## src/rtl/fetch_unit.sv

```systemverilog
// -----------------------------------------------------------------------------
// fetch_unit
//
// Fetches one instruction at a time from instruction memory over a req/ack
// handshake and buffers it for decode, which takes it over a valid/ready
// handshake. The PC block lives outside this unit. It advances by 4 on every
// fetch_unit_valid pulse, loads a jump target when writeback resolves a taken
// jump, and returns to 0 on a writeback fault.
//
// After a control-flow instruction (JAL, JALR, BRANCH) is handed to decode,
// fetch stalls until writeback resolves it. This keeps the PC from ever
// advancing past an unresolved jump.
//
// Ports
//   clk, rst          clock; synchronous active-high reset
//   pc_addr           current PC (word aligned)
//   fetch_unit_valid  one-cycle pulse; the PC advances by 4 on this edge
//   mem_req/mem_addr  instruction read request and address
//   mem_ack/mem_rdata read completion and data
//   out_valid/out_ready/out_insn/out_pc  buffered instruction to decode
//   wb_valid/wb_jmp_op/wb_cmp/wb_fault   writeback resolution and fault
// -----------------------------------------------------------------------------
module fetch_unit #(
    parameter int ADDR_W = 32,
    parameter int INSN_W = 32
) (
    input  logic              clk,
    input  logic              rst,
    input  logic [ADDR_W-1:0] pc_addr,
    output logic              fetch_unit_valid,
    output logic              mem_req,
    output logic [ADDR_W-1:0] mem_addr,
    input  logic              mem_ack,
    input  logic [INSN_W-1:0] mem_rdata,
    output logic              out_valid,
    input  logic              out_ready,
    output logic [INSN_W-1:0] out_insn,
    output logic [ADDR_W-1:0] out_pc,
    input  logic              wb_valid,
    input  logic [1:0]        wb_jmp_op,
    input  logic              wb_cmp,
    input  logic              wb_fault
);

    typedef enum logic [2:0] {
        ST_FETCH   = 3'd0,
        ST_HOLD    = 3'd1,
        ST_WAIT_WB = 3'd2,
        ST_ADVANCE = 3'd3,
        ST_DRAIN   = 3'd4
    } state_t;

    state_t            state_r;
    logic              out_valid_r;
    logic [INSN_W-1:0] out_insn_r;
    logic [ADDR_W-1:0] out_pc_r;
    logic [ADDR_W-1:0] drain_addr_r;

    logic fault_s;
    logic accept_s;
    logic ctrl_s;
    logic resolve_s;
    logic taken_s;
    logic not_taken_s;

    // JAL, JALR and conditional branches change control flow
    function automatic logic is_ctrl_f(input logic [6:0] opcode);
        logic res;
        case (opcode)
            7'b1101111: res = 1'b1;
            7'b1100111: res = 1'b1;
            7'b1100011: res = 1'b1;
            default:    res = 1'b0;
        endcase
        return res;
    endfunction

    // Decode of handshake and writeback events for the current cycle
    always_comb begin
        fault_s     = wb_valid && wb_fault;
        accept_s    = (state_r == ST_HOLD) && out_valid_r && out_ready;
        ctrl_s      = is_ctrl_f(out_insn_r[6:0]);
        // jmp_op == 0 is an older instruction draining and does not resolve anything
        resolve_s   = wb_valid && !wb_fault && (wb_jmp_op != 2'd0);
        taken_s     = resolve_s && ((wb_jmp_op == 2'd1) || ((wb_jmp_op == 2'd2) && wb_cmp));
        not_taken_s = resolve_s && (wb_jmp_op == 2'd2) && !wb_cmp;
    end

    // Memory request and PC-advance pulse, decoded from the current state
    always_comb begin
        mem_req          = 1'b0;
        mem_addr         = pc_addr;
        fetch_unit_valid = 1'b0;
        case (state_r)
            ST_FETCH: begin
                mem_req  = 1'b1;
                mem_addr = pc_addr;
            end
            ST_DRAIN: begin
                // The PC has already moved to 0, so the abandoned address is replayed
                mem_req  = 1'b1;
                mem_addr = drain_addr_r;
            end
            ST_HOLD: begin
                fetch_unit_valid = accept_s && !ctrl_s && !fault_s;
            end
            ST_ADVANCE: begin
                fetch_unit_valid = !fault_s;
            end
            default: begin
                fetch_unit_valid = 1'b0;
            end
        endcase
    end

    // Fetch state machine with the decode-side instruction buffer
    always_ff @(posedge clk) begin
        if (rst) begin
            state_r      <= ST_FETCH;
            out_valid_r  <= 1'b0;
            out_insn_r   <= {INSN_W{1'b0}};
            out_pc_r     <= {ADDR_W{1'b0}};
            drain_addr_r <= {ADDR_W{1'b0}};
        end else begin
            case (state_r)
                ST_FETCH: begin
                    if (fault_s) begin
                        out_valid_r <= 1'b0;
                        if (mem_ack) begin
                            // Data arriving with the fault is dropped
                            state_r <= ST_FETCH;
                        end else begin
                            // The request is still open and must be completed
                            drain_addr_r <= pc_addr;
                            state_r      <= ST_DRAIN;
                        end
                    end else if (mem_ack) begin
                        out_insn_r  <= mem_rdata;
                        out_pc_r    <= pc_addr;
                        out_valid_r <= 1'b1;
                        state_r     <= ST_HOLD;
                    end
                end
                ST_HOLD: begin
                    if (fault_s) begin
                        out_valid_r <= 1'b0;
                        state_r     <= ST_FETCH;
                    end else if (accept_s) begin
                        out_valid_r <= 1'b0;
                        state_r     <= ctrl_s ? ST_WAIT_WB : ST_FETCH;
                    end
                end
                ST_WAIT_WB: begin
                    if (fault_s || taken_s) begin
                        state_r <= ST_FETCH;
                    end else if (not_taken_s) begin
                        state_r <= ST_ADVANCE;
                    end
                end
                ST_ADVANCE: begin
                    out_valid_r <= 1'b0;
                    state_r     <= ST_FETCH;
                end
                ST_DRAIN: begin
                    // A fault here does not abandon the drain; memory must see its ack
                    out_valid_r <= 1'b0;
                    if (mem_ack) begin
                        state_r <= ST_FETCH;
                    end
                end
                default: begin
                    out_valid_r <= 1'b0;
                    state_r     <= ST_FETCH;
                end
            endcase
        end
    end

    assign out_valid = out_valid_r;
    assign out_insn  = out_insn_r;
    assign out_pc    = out_pc_r;

endmodule

```

## config.mk

```make
export PLATFORM = sky130hd
export DESIGN_NAME = fetch_unit
export DESIGN_NICKNAME = d
export VERILOG_FILES = /design/src/rtl/fetch_unit.sv
export SDC_FILE = /design/constraint.sdc
export NUM_CORES = 1
export LEC_CHECK = 0
export BUFFER_PORTS_ARGS = -buffer_cell sky130_fd_sc_hd__clkbuf_2
export CAP_MARGIN = 15
export CORE_ASPECT_RATIO = 1.4
export CORE_MARGIN = 2
export CORE_UTILIZATION = 43
export DETAILED_ROUTE_END_ITERATION = 10
export HOLD_SLACK_MARGIN = 0.02
export PLACE_DENSITY = 0.83
export SETUP_SLACK_MARGIN = 0.5
export SYNTH_ARGS = -nofsm -noshare
export SYNTH_HDL_FRONTEND = slang
export SYNTH_SLANG_ARGS = --single-unit
```

## constraint.sdc

```tcl
create_clock -name clk -period 1.8 [get_ports clk]
set_clock_uncertainty 0.1 [all_clocks]
set_input_delay 0.36 -clock clk [delete_from_list [all_inputs] [get_ports clk]]
set_output_delay 0.36 -clock clk [all_outputs]
set_load 0.01 [all_outputs]
```

== Word level (Yosys, flattened, before mapping) ==
Cells that the tools add are included.

* Register bits: 100
* Bits of input ports: 73

* Reduce and logical (&&, ||, !) cells: 25
* Equal/unequal tests: 13
* Bitwise logic cells: 3
* Mux-type cells: 19

{| class="wikitable"
|+ Operator list
! operator !! number
|-
| 32-bit 2-to-1 mux || 1
|-
| 3-bit 2-to-1 mux || 8
|-
| 7-bit == test (second input constant) || 3
|-
| 3-bit case mux with 4 select lines || 1
|-
| 1-bit logical AND || 11
|-
| 3-bit != test (second input constant) || 3
|-
| 3-bit AND reduction || 3
|-
| 3-bit by 2-bit == test with 1-bit output (second input constant) || 2
|-
| 1-bit 2-to-1 mux || 6
|-
| 1-bit logical NOT || 4
|-
| 4-bit AND reduction || 1
|-
| 3-bit by 1-bit == test with 1-bit output (second input constant) || 1
|-
| 3-bit == test (second input constant) || 1
|-
| 3-bit logical NOT || 1
|-
| 1-bit inverter || 3
|-
| 1-bit case mux with 3 select lines || 1
|-
| 3-bit OR reduction || 1
|-
| 2-bit by 1-bit == test with 1-bit output (second input constant) || 1
|-
| 2-bit == test (second input constant) || 1
|-
| 1-bit logical OR || 2
|-
| 2-bit 2-to-1 mux || 1
|-
| 2-bit != test (second input constant) || 1
|-
| 1-bit case mux with 2 select lines || 1
|-
| 2-bit nonzero test || 1
|-
| 2-bit OR reduction || 1
|}

== Longest topological paths before layout ==
Gate-level depths: netlist (run 1).

* Depth in word-level cells: 8
* Depth in mapped cells: 7
* Gate-level depth less buffers: 4

== Worst setup path after synthesis (run 1) ==
No wires, ideal clock.

* Path type: reg2out
* From: register state_r[1]
* To: output mem_addr[10]
* Required time: 1.340 ns
* Arrival time: 1.533 ns
* Path slack: -0.193 ns
* Stages on the path, launching flop included: 7
* Cell sequence: dfxtp_1 -> buf_2 -> nor2_2 -> and2_1 -> clkbuf_1 -> buf_4 -> mux2_1

* Cells in the longest elaborated chain, start to end: 2

{| class="wikitable"
|+ RTL lines
! element !! line !! RTL
|-
| start, declared || 53 || <nowiki>state_t state_r;</nowiki>
|-
| start signal, assigned || 150 || <nowiki>state_r <= ctrl_s ? ST_WAIT_WB : ST_FETCH;</nowiki>
|-
| 3-bit == test || 94 || <nowiki>case (state_r)</nowiki>
|-
| 32-bit 2-to-1 mux || 94 ||
|-
| end, declared || 32 || <nowiki>output logic [ADDR_W-1:0] mem_addr,</nowiki>
|}

Every way passes these cells.

== Worst setup path in the final report (run 1) ==
* From: register state_r[1]
* To: output mem_addr[31]

The elaborated chain is that of the path after synthesis.

==> flow_summary.toml, run 1 <==
[synthesis]
synth_common_cells = "nand2_1, dfxtp_1, a21oi_1"
synthDistinctLibCells = 32
ys_ff_latch = 100
synth-main-ff-cell = "dfxtp_1"
netlist_instances = 499
synth_warnings = 0
synthArstFlopShare_pct = 0
yosysSeqAreaShare_pct = 49.8
synth_top_area_share_pct = 49.8
yosysTopAreaCell = "dfxtp_1"
synth_area_sq_um = 4020
synth_nets = 572
synth.avg_cell_area_sq_um = 8.06
synth_edf_count = 0
synth.most_common_cell = "nand2_1"
synth_area_leaders = "dfxtp_1, nand2_1, a21oi_1"

[sta]
rsz0062_at_grt = "yes"
setup-violations-final = 129
finalHoldViolCount = 0
tightest_slew_ns = 0.603
fmax_mhz = 465
final_max_slew_viol_count = 0
setup_ws_ns = -0.352
fin_crit_ns = 2.15
max-slew-margin-rel_pct = 59.8
fin_crit_sh_pct = 120

[drt]
drc = 6
routed_via_density = 5.89
antenna_left = 0
wl_per_cell_um = 23.7
drt_iter0_markers = 324
firstDrtPassIters = 8
num_vias = 4964
routed_wl_um = 20000

[clocking]
cts_tree = "done"
clk_pin_slew_ns = 0.07
root_buffer = "clkbuf_16"
cts_max_path_buffers = 2
postCtsHoldBufs = 0
cts_buffers = 9
cts_max_level = 3
insertion_delay_ns = 0.35
cts.sinks = 100

[pwr]
p_per_area_nw_per_um2 = 808
power_leakage_nw = 3.80
p_total_mw = 6.58
ir_worst_vdd_mv = 0.686

[die]
die_y_um = 118
die_area_sq_um = 10200
die_w_um = 85.7
rows = 41
coreArea_sq_um = 9080
start_util_pct = 44.3
pin_count = 172

[cells_and_area]
drive_gt1_share_pct = 83.3
syn_to_final_growth_pct = 103
post-route-util_pct = 89.8
fin_nets = 804
fillerInstances = 356
antenna_cells = 0

[grt]
grt_max_degree = 42
grt_util_all_layers_pct = 27.5
overflow = 0
grt_pass1_vias = 4417
antenna_found_initial = 0
grt_pass1_wl_um = 21700

[worst_setup_path]
reg2reg_from = "state_r[2]$_SDFFE_PP0P_"
worst_ep_arrival_time_ns = 1.69
reg2reg_depth = 12
endpoint = "mem_addr[31]"
cp.required_ns = 1.34
critPathKind = "reg2out"
crit_start = "state_r[1]$_SDFFE_PP0P_"
cp-end-kind = "output port"
critPathMaxFanout = 13
r2r_setup_slack_ns = -0.20
startpoint_type = "flip-flop"
timing.rr.end = "out_insn[31]$_SDFFE_PP0P_"

[outcome]
status = "finished with violations"
violations = "DRC, setup timing"

[placed_design]
gp_congestion = 0.825
port_buffers = 171
dp_hpwl_um = 7630
dp_slack_ns = 0.0118

[job]
cap_violations = 0

[min_path]
worstHoldPathType = "in2reg"
[layout make-up]
cell class	count	area, sq um	area share [%]
clock buffers	11	253	3.10
clock inverters	5	60.1	0.737
inverters	1	3.75	0.0460
multi-input cells	361	3350	41.1
flip-flops and latches	100	2070	25.4
well taps	107	134	1.64
repair buffers	258	2280	28.0
[state kept, by name (all words and copies together) (netlist names)]
register and flops:
out_insn 32, out_valid 1, state_r 3, out_pc 32, drain_addr_r 32
[logic make-up (layout without fill, tap and decap cells)]
kind of cell,Yosys count,count (layout),synth area share (%)
and+or+nand+nor,218,218,21.9
AOI/OAI and AO/OA,111,111,14.6
buffers and inverters,38,275,4.79
DFF,100,100,49.8
muxes,32,32,8.96
[worst max-delay path, cell delays in order (launching register included)]
cell	delay, ns
dfxtp_1	0.36
nor2_4	0.10
and2_4	0.20
buf_12	0.17
mux2_2	0.35
clkbuf_2	0.14
[worst min path at each step]
stage                                   from                             to  slack [ns]  cells after the start
2_1_floorplan   drain_addr_r[0]$_SDFFE_PP0P_   drain_addr_r[0]$_SDFFE_PP0P_        0.33                      2
3_3_place_gp   drain_addr_r[31]$_SDFFE_PP0P_  drain_addr_r[31]$_SDFFE_PP0P_        0.34                      2
3_5_place_dp          out_pc[7]$_SDFFE_PP0P_         out_pc[7]$_SDFFE_PP0P_        0.35                      2
4_1_cts                        mem_rdata[16]      out_insn[16]$_SDFFE_PP0P_        0.12                      3
5_1_grt                        mem_rdata[30]      out_insn[30]$_SDFFE_PP0P_        0.14                      3
6_report                       mem_rdata[30]      out_insn[30]$_SDFFE_PP0P_        0.13                      3
[through the flow]
step	instances	area, sq um	setup TNS [ns]	hold slack, ns
3_3_place_gp	759	5210	0	0.339
3_5_place_dp	759	5210	0	0.347
6_report	843	8150	-20.30	0.132
2_1_floorplan	499	4190	0	0.333
4_1_cts	817	6520	-9.84	0.125
5_1_grt	843	8150	-25.18	0.137
[cell usage in the layout (no fill, tap or decap), types with 2 or more instances in the layout]
| master | n |
|---|---|
| o31a_1 | 2 |
| clkbuf_16 | 12 |
| a21oi_2 | 97 |
| nand2_4 | 117 |
| buf_12 | 14 |
| buf_16 | 18 |
| nand2_1 | 46 |
| buf_8 | 3 |
| buf_4 | 30 |
| clkinv_4 | 2 |
| mux2_4 | 30 |
| and3b_1 | 2 |
| nor2b_1 | 2 |
| buf_2 | 8 |
| dfxtp_4 | 3 |
| nor2_1 | 3 |
| clkbuf_8 | 2 |
| buf_6 | 34 |
| a31oi_1 | 2 |
| nand2_2 | 33 |
| o2111ai_2 | 2 |
| mux2_2 | 2 |
| dfxtp_1 | 54 |
| clkbuf_2 | 148 |
| dfxtp_2 | 43 |
| a21oi_1 | 2 |
| nor2_4 | 2 |
[report_power, final]
group	internal, mW	switching, mW
Clock	1.16	0.897
Combinational	0.987	1.05
Sequential	2.36	0.130
Total	4.51	2.08
[metal layers]
| metal | share of wire [%] | wire length [um] | track usage (%) | up-vias |
|---|---|---|---|---|
| met5 | 0 | 0 | 0 | - |
| met4 | 7.6 | 1520 | 14.3 | 0 |
| met3 | 5.3 | 1060 | 3.91 | 112 |
| met2 | 54 | 10800 | 52.6 | 282 |
| met1 | 33 | 6610 | 27.8 | 2434 |
| li1 | - | - | - | 2136 |
[timing repair]
item / CTS / global route
endpoints found under the hold margin: 0 / 0
buffers inserted: 24 / 22
gates cloned: 18 / 4
resized for setup: 101 / 406
pin swaps: 25 / 197
setup endpoints to repair: 139 / 175
Note: power is estimated with default switching activity, not from simulation.
==> run 2: changes to the inputs <==
--- a/config.mk
+++ b/config.mk
@@ -9,10 +9,10 @@
 export CAP_MARGIN = 15
 export CORE_ASPECT_RATIO = 1.4
 export CORE_MARGIN = 2
-export CORE_UTILIZATION = 43
+export CORE_UTILIZATION = 25
 export DETAILED_ROUTE_END_ITERATION = 10
 export HOLD_SLACK_MARGIN = 0.02
-export PLACE_DENSITY = 0.83
+export PLACE_DENSITY = 0.56
 export SETUP_SLACK_MARGIN = 0.5
 export SYNTH_ARGS = -nofsm -noshare
 export SYNTH_HDL_FRONTEND = slang
==> constraint.sdc (replaced) <==
create_clock -name clk -period 1.8 [get_ports clk]
set_clock_uncertainty 0.1 [all_clocks]
set_input_delay 0.36 -clock clk [delete_from_list [all_inputs] [get_ports clk]]
set_output_delay 0.36 -clock clk [all_outputs]
set_load 0.05 [all_outputs]
==> run 2 against run 1 <==
The flow finishes with violations (setup timing). Final cell count increased by 9.7%. Hold slack got worse by 0.0076 ns. Clock power increased by 7%. Register-to-register slack improved by 0.22 ns. Cell area increased by 6.0%. Setup slack improved by 0.0074 ns. Non-clock buffer count decreased by 6. Die area increased by 69%. Utilization decreased by 35 points. First-iteration DRC count decreased by 13%. Highest routed layer unchanged.
==> flow_summary.toml, run 2 (synthesis gave the netlist of run 1 again) <==
[cells_and_area]
drive_gt1_share_pct = 73.1
post-route-util_pct = 55.1
mostFrequentLayoutCells = "nand2_1, buf_8, nand2_4"
final_common_cell = "nand2_1"
finish.instance_area_sq_um = 8640
syn_to_final_growth_pct = 115
antenna_cells = 0
fin_nets = 798

[pwr]
power_switching_mw = 2.37
netSwitchingFraction_pct = 32.8
power.share.sequential_pct = 34.2
ir_worst_vdd_mv = 0.477
power_leakage_nw = 3.77
p_total_mw = 7.24
internal_power_mw = 4.87
p_clk_share_pct = 30.3
pwr-share-comb_pct = 35.5
p_per_area_nw_per_um2 = 838

[sta]
max-slew-margin-rel_pct = 53.6
fin_crit_ns = 2.15
rsz0062_at_grt = "yes"
fin_crit_sh_pct = 119
tightest_slew_ns = 0.695
finalSetupTns_ns = -10.11
whs_ns = 0.124
setup-violations-final = 33
finalHoldViolCount = 0
final_max_slew_viol_count = 0
setup_ws_ns = -0.345
fmax_mhz = 466

[drt]
drt_iter0_markers = 282
antenna_left = 0
drc = 0
wl_per_cell_um = 18.1
firstDrtPassIters = 4
routed_via_density = 4.78
routed_wl_um = 16800
num_vias = 4420

[worst_setup_path]
startpoint_type = "flip-flop"
cp-end-kind = "output port"
cp_cell_sequence = "nor2_4 -> and2_4 -> clkbuf_16 -> mux2_4 -> buf_8"
worst_ep_arrival_time_ns = 1.69
max_stage_delay_ns = 0.33
cp.required_ns = 1.34
critPathMaxFanout = 8
critPathKind = "reg2out"
cp_num_buf_inv = 2
cp_top_family = "buffers and inverters"
cp_slowest_cell = "dfxtp_2"

[min_path]
worstHoldPathType = "in2reg"

[clocking]
root_buffer = "clkbuf_16"
cts.sinks = 100
cts_tree = "done"
cts_max_level = 3
cts_max_path_buffers = 2
clk_pin_slew_ns = 0.07
cts_buffers = 9
insertion_delay_ns = 0.34

[die]
start_util_pct = 25.7
coreArea_sq_um = 15700
die_area_sq_um = 17100
die_w_um = 111
pin_count = 172
die_y_um = 154
rows = 54

[outcome]
status = "finished with violations"
violations = "setup timing"

[grt]
grt_pass1_wl_um = 21800
grt_pass1_vias = 3969
overflow = 0
grt_max_degree = 44
antenna_found_initial = 0
grt_util_all_layers_pct = 16.1

[placed_design]
dpl-instance-area_sq_um = 5370
gp_congestion = 0.748
dp_hpwl_um = 7870
port_buffers = 171

[job]
cap_violations = 0
==> run 2: power by group through the flow <==
stage | clock, mW | sequential (mW) | combinational (mW)
after floorplan | 0 | 2.83 | 0.657
after global placement | 0 | 2.47 | 1.43
after detailed placement | 0 | 2.47 | 1.44
after CTS | 2.26 | 2.43 | 1.88
after global routing | 2.33 | 2.49 | 2.68
final | 2.19 | 2.48 | 2.57
==> run 2: what timing repair did <==
action | CTS | global route
resized for setup | 145 | 634
pin swaps | 54 | 98
hold buffers | 0 | 0
setup buffers | 9 | 35
gates cloned | 12 | 6
setup endpoints to repair | 198 | 199
endpoints found under the hold margin | 0 | 0
==> run 2: worst reg2reg max path, cell delays in order (launching register included) <==
cell and delay [ns]:
dfxtp_2 0.33, nor2_4 0.10, buf_4 0.16, or4b_4 0.52
buf_4 0.17, buf_12 0.13, nand2_1 0.07, a21oi_1 0.06
==> run 2: layer usage <==
metal | wire (um) | track usage [%] | share of wire (%) | vias to the layer above
li1 | - | - | - | 2108
met1 | 6410 | 18.7 | 38 | 2155
met2 | 9110 | 29.4 | 54 | 130
met3 | 799 | 3.71 | 4.8 | 27
met4 | 444 | 4.70 | 2.6 | 0
met5 | 0 | 0 | 0 | -
==> run 2: area by class of cell <==
cell class,count,area [sq um]
Sequential cell,100,2190
Tap cell,196,245
Timing Repair Buffer,252,3010
Inverter,1,3.75
Clock inverter,5,103
Fill cell,1303,7040
Multi-Input combinational cell,361,2860
Clock buffer,10,229
==> run 2: stage by stage <==
step                      cells  setup slack [ns]
after detailed placement    848           -0.0474
after floorplan             499            -0.261
after CTS                   884            -0.363
after global routing        925            -0.405
after global placement      848           -0.0139
final                       925            -0.345
==> run 2: final timing paths <==
kind	start	end	slack, ns	cells after the start
setup reg to reg	state_r[0]$_SDFFE_PP0P_	drain_addr_r[2]$_SDFFE_PP0P_	0.02	7
hold reg to reg	drain_addr_r[30]$_SDFFE_PP0P_	drain_addr_r[30]$_SDFFE_PP0P_	0.36	2
setup / recovery	state_r[0]$_SDFFE_PP0P_	mem_addr[1]	-0.35	5
hold / removal	mem_rdata[5]	out_insn[5]$_SDFFE_PP0P_	0.12	3
==> run 3: changes to the inputs <==
--- a/config.mk
+++ b/config.mk
@@ -9,10 +9,10 @@
 export CAP_MARGIN = 15
 export CORE_ASPECT_RATIO = 1.4
 export CORE_MARGIN = 2
-export CORE_UTILIZATION = 25
+export CORE_UTILIZATION = 39
 export DETAILED_ROUTE_END_ITERATION = 10
 export HOLD_SLACK_MARGIN = 0.02
-export PLACE_DENSITY = 0.56
+export PLACE_DENSITY = 0.77
 export SETUP_SLACK_MARGIN = 0.5
 export SYNTH_ARGS = -nofsm -noshare
 export SYNTH_HDL_FRONTEND = slang
==> run 3 against run 2 <==
The run still ends with setup timing left. Die area shrank 35%. Combinational power fell by 12%. Clock-buffer cell count up 1. Clock power fell by 17%. Hold slack improved by 0.0042 ns.
==> flow_summary.toml, run 3 (synthesis gave the netlist of run 1 again) <==
[cells_and_area]
post-route-util_pct = 76.3
drive_gt1_share_pct = 60.8
antenna_cells = 0
syn_to_final_growth_pct = 88.8
final_common_cell = "nand2_1"
stdcell_count = 852
fin_nets = 786
finish.instance_area_sq_um = 7590
mostFrequentLayoutCells = "nand2_1, clkbuf_2, a21oi_1"
fillerInstances = 603
multiInputGateArea_sq_um = 2490
register_area_sq_um = 2100

[grt]
grt_pass1_vias = 4024
grt_max_degree = 42
overflow = 0
grt_util_all_layers_pct = 22.0
antenna_found_initial = 0
grt_pass1_wl_um = 19300

[pwr]
p_clk_share_pct = 27.8
pwr-share-comb_pct = 34.5
ir_worst_vdd_mv = 0.561
power.share.sequential_pct = 37.6
internal_power_mw = 4.35
p_total_mw = 6.55
power_switching_mw = 2.20
netSwitchingFraction_pct = 33.7
power_leakage_nw = 3.33
p_per_area_nw_per_um2 = 863

[worst_setup_path]
worst_ep_arrival_time_ns = 1.65
critPathMaxFanout = 16
r2r_setup_slack_ns = 0.03
timing.rr.end = "drain_addr_r[4]$_SDFFE_PP0P_"
cp.required_ns = 1.34
reg2reg_depth = 7
startpoint_type = "flip-flop"
cp-end-kind = "output port"
reg2reg_from = "state_r[0]$_SDFFE_PP0P_"
critPathKind = "reg2out"

[min_path]
min-delay-start = "mem_rdata[2]"
hold_path_depth = 3
worstHoldPathType = "in2reg"
min_to = "out_insn[2]$_SDFFE_PP0P_"

[sta]
final_max_slew_viol_count = 0
setup-violations-final = 33
tightest_slew_ns = 0.483
fin_crit_sh_pct = 117
fmax_mhz = 474
rsz0062_at_grt = "yes"
setup_ws_ns = -0.309
max-slew-margin-rel_pct = 67.8
fin_crit_ns = 2.11
finalHoldViolCount = 0

[drt]
routed_wl_um = 15100
drc = 0
drt_iter0_markers = 242
firstDrtPassIters = 5
antenna_left = 0
routed_via_density = 5.27
num_vias = 4490
wl_per_cell_um = 17.8

[placed_design]
dp_hpwl_um = 7840
dpl-instance-area_sq_um = 5300
dp_slack_ns = -0.0323
gp_congestion = 0.819
dp.cells = 789
port_buffers = 171

[job]
cap_violations = 0

[die]
rows = 43
coreArea_sq_um = 9950
pin_count = 172
die_y_um = 124
die_w_um = 89.8
die_area_sq_um = 11200
start_util_pct = 40.4

[clocking]
cts_tree = "done"
clk_pin_slew_ns = 0.07
cts_max_level = 3
insertion_delay_ns = 0.34
root_buffer = "clkbuf_16"
cts_max_path_buffers = 2
cts.sinks = 100
cts_buffers = 9

[outcome]
status = "finished with violations"
violations = "setup timing"
[run 3: cell types whose count changed in the layout (fill, tap and decap cells not counted), moves of 24 or more]
cell | previous run | this run
buf_8 | 91 | 63
dfxtp_1 | 34 | 58
dfxtp_4 | 42 | 18
nand2_1 | 92 | 129
clkbuf_2 | 71 | 100
nand2_4 | 74 | 37
[run 3: layout make-up]
cell class	instances	area share, %
Clock buffer	11	3.33
Clock inverter	4	0.313
Inverter	1	0.0494
Multi-Input combinational cell	361	32.7
Sequential cell	100	27.6
Tap cell	135	2.22
Timing Repair Buffer	240	33.7
[run 3: critical path, cell delays in order, from the launching register on]
cell and delay, ns:
dfxtp_2 0.34, nor2_4 0.10, and2_4 0.18, buf_12 0.18, mux2_4 0.33, buf_8 0.15
[run 3: worst max path at each step]
stage,to,cells past startpoint,startpoint
final,mem_addr[25],5,state_r[0]$_SDFFE_PP0P_
after floorplan,mem_addr[10],6,state_r[1]$_SDFFE_PP0P_
after CTS,mem_addr[25],5,state_r[0]$_SDFFE_PP0P_
after detailed placement,mem_addr[0],5,state_r[0]$_SDFFE_PP0P_
after global routing,mem_addr[25],5,state_r[0]$_SDFFE_PP0P_
after global placement,mem_addr[31],5,state_r[0]$_SDFFE_PP0P_
[run 3: repair_timing]
action	4_1_cts	5_1_grt
gates resized for setup	162	322
hold buffers	0	0
setup buffers	10	24
gates cloned	8	6
endpoints found under the setup margin	198	199
pin swaps	17	9
[run 3: power groups by stage]
| stage | clock, mW | combinational [mW] | sequential (mW) |
|---|---|---|---|
| final | 1.82 | 2.26 | 2.47 |
| after global routing | 1.95 | 2.35 | 2.48 |
| after CTS | 1.84 | 1.84 | 2.44 |
| after detailed placement | 0 | 1.43 | 2.48 |
| after global placement | 0 | 1.40 | 2.47 |
| after floorplan | 0 | 0.657 | 2.83 |
[run 3: stage by stage]
stage / TNS (ns) / hold slack, ns
2_1_floorplan: -8.26 / 0.333
3_3_place_gp: 0 / 0.341
3_5_place_dp: -0.279 / 0.346
4_1_cts: -9.86 / 0.122
5_1_grt: -11.12 / 0.129
6_report: -9.41 / 0.128
[run 3: per-layer routing]
| layer | track usage [%] | routed length, um |
|---|---|---|
| met3 | 3.93 | 710 |
| met1 | 23.3 | 5400 |
| met5 | 0 | 0 |
| met2 | 42.9 | 8390 |
| met4 | 9.42 | 631 |
